**src/rtl/ifetch_unit.sv**
```systemverilog
// Instruction fetch stage feeding decode from the 2-way instruction cache.
// It holds the fetch PC and keeps one word read outstanding at a time. Returned
// instructions and their PCs go into a small FIFO for decode. A redirect flushes
// the queue, and any response already in flight is squashed.
//
// Ports:
//   clk_i, reset_i            clock, asynchronous active-high reset
//   redirect_valid_i/pc_i     one-cycle branch/exception redirect and target
//   ic_addr_o, ic_req_o       cache request address and one-cycle request pulse
//   ic_data_i, ic_ready_i     cache read data and one-cycle response strobe
//   if_valid_o/instr_o/pc_o   queue head presented to decode
//   id_ready_i                decode accepts the head this cycle
//   fetch_count_o             responses pushed into the queue
//   discard_count_o           responses squashed by a redirect
//   bubble_count_o            cycles with decode ready but nothing valid
module ifetch_unit #(
  parameter int unsigned           ADDR_WIDTH  = 32,
  parameter int unsigned           DATA_WIDTH  = 32,
  parameter logic [ADDR_WIDTH-1:0] RESET_PC    = '0,
  parameter int unsigned           FQ_DEPTH    = 4,
  parameter int unsigned           FQ_PTR_BITS = 2
) (
  input  logic                  clk_i,
  input  logic                  reset_i,
  input  logic                  redirect_valid_i,
  input  logic [ADDR_WIDTH-1:0] redirect_pc_i,
  output logic [ADDR_WIDTH-1:0] ic_addr_o,
  output logic                  ic_req_o,
  input  logic [DATA_WIDTH-1:0] ic_data_i,
  input  logic                  ic_ready_i,
  output logic                  if_valid_o,
  output logic [DATA_WIDTH-1:0] if_instr_o,
  output logic [ADDR_WIDTH-1:0] if_pc_o,
  input  logic                  id_ready_i,
  output logic [31:0]           fetch_count_o,
  output logic [31:0]           discard_count_o,
  output logic [31:0]           bubble_count_o
);

  localparam logic [FQ_PTR_BITS:0] FqFull = (FQ_PTR_BITS+1)'(FQ_DEPTH);

  typedef enum logic [1:0] {StIssue, StWait, StDiscard} state_e;

  state_e                  state_q, state_d;
  logic [ADDR_WIDTH-1:0]   fetch_pc_q, fetch_pc_d;
  logic [FQ_PTR_BITS:0]    count_q, count_d;
  logic [FQ_PTR_BITS-1:0]  rd_ptr_q, wr_ptr_q;
  logic [31:0]             fetch_cnt_q, discard_cnt_q, bubble_cnt_q;

  logic [ADDR_WIDTH-1:0]   pc_mem    [FQ_DEPTH];
  logic [DATA_WIDTH-1:0]   instr_mem [FQ_DEPTH];

  logic [ADDR_WIDTH-1:0]   redirect_target;
  logic                    slot_free;
  logic                    push, pop, discard;

  assign redirect_target = {redirect_pc_i[ADDR_WIDTH-1:2], 2'b00};
  assign slot_free       = (count_q < FqFull);

  // Request is gated with reset so the cache never sees a pulse while reset is held.
  assign ic_req_o   = (state_q == StIssue) && slot_free && !redirect_valid_i && !reset_i;
  assign ic_addr_o  = fetch_pc_q;
  assign if_valid_o = (count_q != '0) && !redirect_valid_i;
  assign if_instr_o = instr_mem[rd_ptr_q];
  assign if_pc_o    = pc_mem[rd_ptr_q];
  assign pop        = if_valid_o && id_ready_i;

  assign fetch_count_o   = fetch_cnt_q;
  assign discard_count_o = discard_cnt_q;
  assign bubble_count_o  = bubble_cnt_q;

  always_comb begin
    state_d    = state_q;
    fetch_pc_d = fetch_pc_q;
    push       = 1'b0;
    discard    = 1'b0;
    unique case (state_q)
      StIssue: begin
        // A stray ic_ready here is a protocol violation and is ignored.
        if (redirect_valid_i) begin
          fetch_pc_d = redirect_target;
        end else if (slot_free) begin
          state_d = StWait;
        end
      end
      StWait: begin
        if (redirect_valid_i) begin
          fetch_pc_d = redirect_target;
          if (ic_ready_i) begin
            discard = 1'b1;
            state_d = StIssue;
          end else begin
            state_d = StDiscard;
          end
        end else if (ic_ready_i) begin
          push       = 1'b1;
          fetch_pc_d = fetch_pc_q + ADDR_WIDTH'(4);
          state_d    = StIssue;
        end
      end
      StDiscard: begin
        if (redirect_valid_i) fetch_pc_d = redirect_target;
        if (ic_ready_i) begin
          discard = 1'b1;
          state_d = StIssue;
        end
      end
      default: state_d = StIssue;
    endcase
  end

  always_comb begin
    count_d = count_q;
    unique case ({push, pop})
      2'b10:   count_d = count_q + 1'b1;
      2'b01:   count_d = count_q - 1'b1;
      default: count_d = count_q;
    endcase
  end

  always_ff @(posedge clk_i or posedge reset_i) begin
    if (reset_i) begin
      state_q       <= StIssue;
      fetch_pc_q    <= RESET_PC;
      count_q       <= '0;
      rd_ptr_q      <= '0;
      wr_ptr_q      <= '0;
      fetch_cnt_q   <= '0;
      discard_cnt_q <= '0;
      bubble_cnt_q  <= '0;
    end else begin
      state_q    <= state_d;
      fetch_pc_q <= fetch_pc_d;
      // Push and pop are both suppressed during a redirect, so a flush wins cleanly.
      if (redirect_valid_i) begin
        count_q  <= '0;
        rd_ptr_q <= '0;
        wr_ptr_q <= '0;
      end else begin
        count_q <= count_d;
        if (push) wr_ptr_q <= wr_ptr_q + 1'b1;
        if (pop)  rd_ptr_q <= rd_ptr_q + 1'b1;
      end
      if (push)    fetch_cnt_q   <= fetch_cnt_q + 32'd1;
      if (discard) discard_cnt_q <= discard_cnt_q + 32'd1;
      if (id_ready_i && !if_valid_o) bubble_cnt_q <= bubble_cnt_q + 32'd1;
    end
  end

  // Queue storage needs no reset; count_q guards every read.
  always_ff @(posedge clk_i) begin
    if (push) begin
      pc_mem[wr_ptr_q]    <= fetch_pc_q;
      instr_mem[wr_ptr_q] <= ic_data_i;
    end
  end

endmodule

```
**config.mk**
```make
export PLATFORM = sky130hd
export DESIGN_NAME = ifetch_unit
export DESIGN_NICKNAME = d
export VERILOG_FILES = /design/src/rtl/ifetch_unit.sv
export SDC_FILE = /design/constraint.sdc
export NUM_CORES = 1
export LEC_CHECK = 0
export BUFFER_PORTS_ARGS = -buffer_cell sky130_fd_sc_hd__buf_2
export CORE_ASPECT_RATIO = 0.7
export CORE_MARGIN = 4
export CORE_UTILIZATION = 48
export CTS_BUF_LIST = sky130_fd_sc_hd__clkbuf_8
export DETAILED_ROUTE_END_ITERATION = 10
export GPL_TIMING_DRIVEN = 0
export PLACE_DENSITY_LB_ADDON = 0.15
export SKIP_LAST_GASP = 1
export SYNTH_ARGS = -nofsm -noshare
export SYNTH_HDL_FRONTEND = slang
export SYNTH_SLANG_ARGS = --single-unit
```
**constraint.sdc**
```tcl
create_clock -name clk_i -period 14.25 [get_ports clk_i]
set_input_delay 2.85 -clock clk_i [delete_from_list [all_inputs] [get_ports clk_i]]
set_output_delay 2.85 -clock clk_i [all_outputs]
set_load 0.005 [all_outputs]
```
==> impl_metrics.ini <==
[cts]
clockRootBuffer = clkbuf_8
cts.sinks = 383
post_cts_resized = 0
cts_tree = done
ctsHoldBuffers = 0
clkTransAtPathRegs_ns = 0.06
cts.htree.levels = 2
post-cts-setup-buffers = 0
clock_latency_ns = 0.60
cts_buffer_depth = 3
cts_inserted_buffers = 56

[worst_setup_path]
critPathArrivalTime_ns = 3.87
cp_common_cell = buf_2
crit_path_end_kind = output pin
reg2reg_from = state_q[1]
r2r_cells = 8
r2r_end = ic_addr_o[28]
crit_type = input pin to output pin
cp_cell_sequence = buf_2 > buf_2 > clkbuf_8 > nor2_1 > nand2_1 > nor2_1 > buf_2
cp-start-kind = input pin
cpMaxStageDelayCell = buf_2
worstPathMaxFanout = 10
max_stage_delay_ns = 0.20
worst-endpoint-required_ns = 11.40
reg2reg_setup_slack_ns = 11.58

[status]
outcome = finished, final reports clean

[synthesis]
yosysSeqAreaShare = 0.686
yosysTopAreaCellShare = 0.472
syn_area_sq_um = 15800
synthDistinctLibCells = 69
synth_edf_count = 248
syn_inst = 1004
synth_flop_cell = edfxtp_1
yosys_warnings = 0
syn_area_per_cell_sq_um = 15.7
netlist_top_cells_area = edfxtp_1 (47%), dfrtp_1 (21%), mux4_2 (8.9%)
synthArstFlopShare = 0.352
yosysTopAreaCell = edfxtp_1
ys_ff_latch = 383

[timing]
fin_crit_ns = 6.72
slew_headroom = 0.281
max_freq_mhz = 149
rsz0062_at_grt = false
worst_pin_slew_ns = 1.07
hold_violations = 0
finalCritPeriodShare = 0.471
fin_tns_setup_ns = 0
finalSetupViolCount = 0
fin_skew_ns = 0.0270
slew_violations = 0

[floorplan]
start_util = 0.488
rows = 55
die_x_um = 225
die_area_sq_um = 35900
die_y_um = 160
ios = 263
coreArea_sq_um = 32300

[job]
drv_cap = 0

[power]
pwr-share-clk = 0.277
power_frac_comb = 0.229
ir_drop_mv = 0.0812
p_leak_uw = 0.00751
netSwitchingFraction = 0.308
p_per_area_nw_per_um2 = 159
seqPwrFrac = 0.493
internal_power_uw = 2070
p_switching_uw = 920

[drt]
route.detailed.drc = 0
wl_per_cell_um = 20.7
first_pass_iters = 5
postRouteWirelength_um = 37200
via_count = 9796
ant_nets = 0
avgViaCountPerCell = 5.45
drt-initial-drc-count = 716

[cells_and_area]
drive_above_1_share = 0.320
stdcell_count = 1798
final_common_cell = buf_2
syn_to_final_growth_pct = 19.3
nets = 1407
final_cell_mix = buf_2 (264), edfxtp_1 (248), dfrtp_1 (135), xnor2_1 (74), nand2_1 (68)
stdcell_area_sq_um = 18800

[worst_hold_path]
min_path_cells = 1
hold_end = discard_count_o[31]
hold_class = flip-flop to flip-flop
min_from = discard_count_o[31]

[global_routing]
met2_usage = 0.309
gr-max-usage-layer = met2
grt_pass1_wl_um = 58000
grt_pass1_vias = 9939
grt_util_all_layers = 0.207
grt_use_met1 = 0.307
met3_usage = 0.0531
grt_antenna_before_repair = 5
grt_start_max_net_pins = 77
overflow = 0

[place]
gp_congestion = 0.846
dp_cells = 1694
portBuffers = 255
hpwl_um = 25200
dpl-instance-area_sq_um = 17800
-- worst max path at each step --
| stage | from | endpoint | slack, ns | depth (start not counted) |
|---|---|---|---|---|
| after floorplan | reset_i | bubble_count_o[0] | 7.79 | 1 |
| after global placement | reset_i | ic_addr_o[3] | 5.88 | 2 |
| after detailed placement | redirect_valid_i | ic_req_o | 7.53 | 7 |
| after CTS | redirect_valid_i | ic_req_o | 7.53 | 7 |
| after global routing | redirect_valid_i | ic_req_o | 7.44 | 7 |
| final | redirect_valid_i | ic_req_o | 7.53 | 7 |
-- critical path: cells and delay by family --
family	cells	cell delay, ns
buf+inv	4	0.63
simple gates	3	0.38
-- routing by layer --
layer,up-vias,share of wire
met5,-,0.0013
met4,8,0.018
met3,58,0.067
met2,284,0.45
met1,4965,0.46
li1,4481,-
-- cell type report --
cell class	count	area, sq um
flip-flops and latches	383	10800
well taps	427	534
inverters	21	83.8
clock buffers	63	867
clock inverters	40	195
multi-input cells	559	4670
diodes	1	2.50
repair buffers	260	1410
fillers	2652	13500
plain buffers	44	225
-- logic make-up (layout without fill, tap and decap cells) --
| family | count (synthesis) | count (layout) | synth area share |
|---|---|---|---|
| xor gates and xnor gates | 98 | 98 | 0.0544 |
| DFF | 383 | 383 | 0.686 |
| AOI/OAI and AO/OA | 106 | 106 | 0.0450 |
| and+or+nand+nor | 272 | 272 | 0.0929 |
| adders and majority gates | 13 | 13 | 0.0108 |
| muxes | 66 | 66 | 0.0912 |
| other | 1 | 5 | 0.000238 |
| buffers and inverters | 65 | 428 | 0.0193 |
-- sequential cells by signal, summed over array words and instances, names as in the netlist --
name	count
bubble_count_o	32
count_q	3
discard_count_o	32
fetch_count_o	32
ic_addr_o	30
instr_mem	128
pc_mem	120
rd_ptr_q	2
state_q	2
wr_ptr_q	2
-- through the flow --
step | worst slack (ns) | hold WS [ns] | power [uW] | utilization
5_1_grt | 7.44 | 0.506 | 3160 | 0.582
4_1_cts | 7.53 | 0.470 | 3020 | 0.582
2_1_floorplan | 7.79 | 0.465 | 1870 | -
3_5_place_dp | 7.53 | 0.457 | 2190 | 0.549
3_3_place_gp | 5.88 | 0.455 | 2170 | 0.544
6_report | 7.53 | 0.466 | 2990 | 0.582
-- synth_stat cells, types with 3 or more instances --
cell       count
a21oi_1       29
a2bb2oi_1      4
a31oi_1       10
a41oi_1        5
and2_1         7
and2_2         3
and3_1        15
and3_2         3
and4_1        15
buf_1          4
buf_2          9
buf_4          5
clkbuf_1      23
clkbuf_8       3
dfrtp_1      135
edfxtp_1     248
ha_1          12
inv_1         21
mux4_2        62
nand2_1       68
nand3_1       41
nand3b_1       3
nand4_1       31
nor2_1        52
nor3_1         7
nor3_2         3
nor4_1         5
o21ai_0       16
o22a_1         9
o22ai_1        7
o2bb2ai_1      3
or3_1          3
xnor2_1       74
xor2_1        24
-- power groups by stage --
| stage | clock [uW] | combinational (uW) | sequential (uW) |
|---|---|---|---|
| 5_1_grt | 911 | 751 | 1490 |
| 2_1_floorplan | 0 | 416 | 1460 |
| 4_1_cts | 855 | 696 | 1470 |
| 3_3_place_gp | 0 | 675 | 1490 |
| 6_report | 829 | 686 | 1480 |
| 3_5_place_dp | 0 | 693 | 1500 |
No activity file was read; power rests on OpenSTA's default activity.
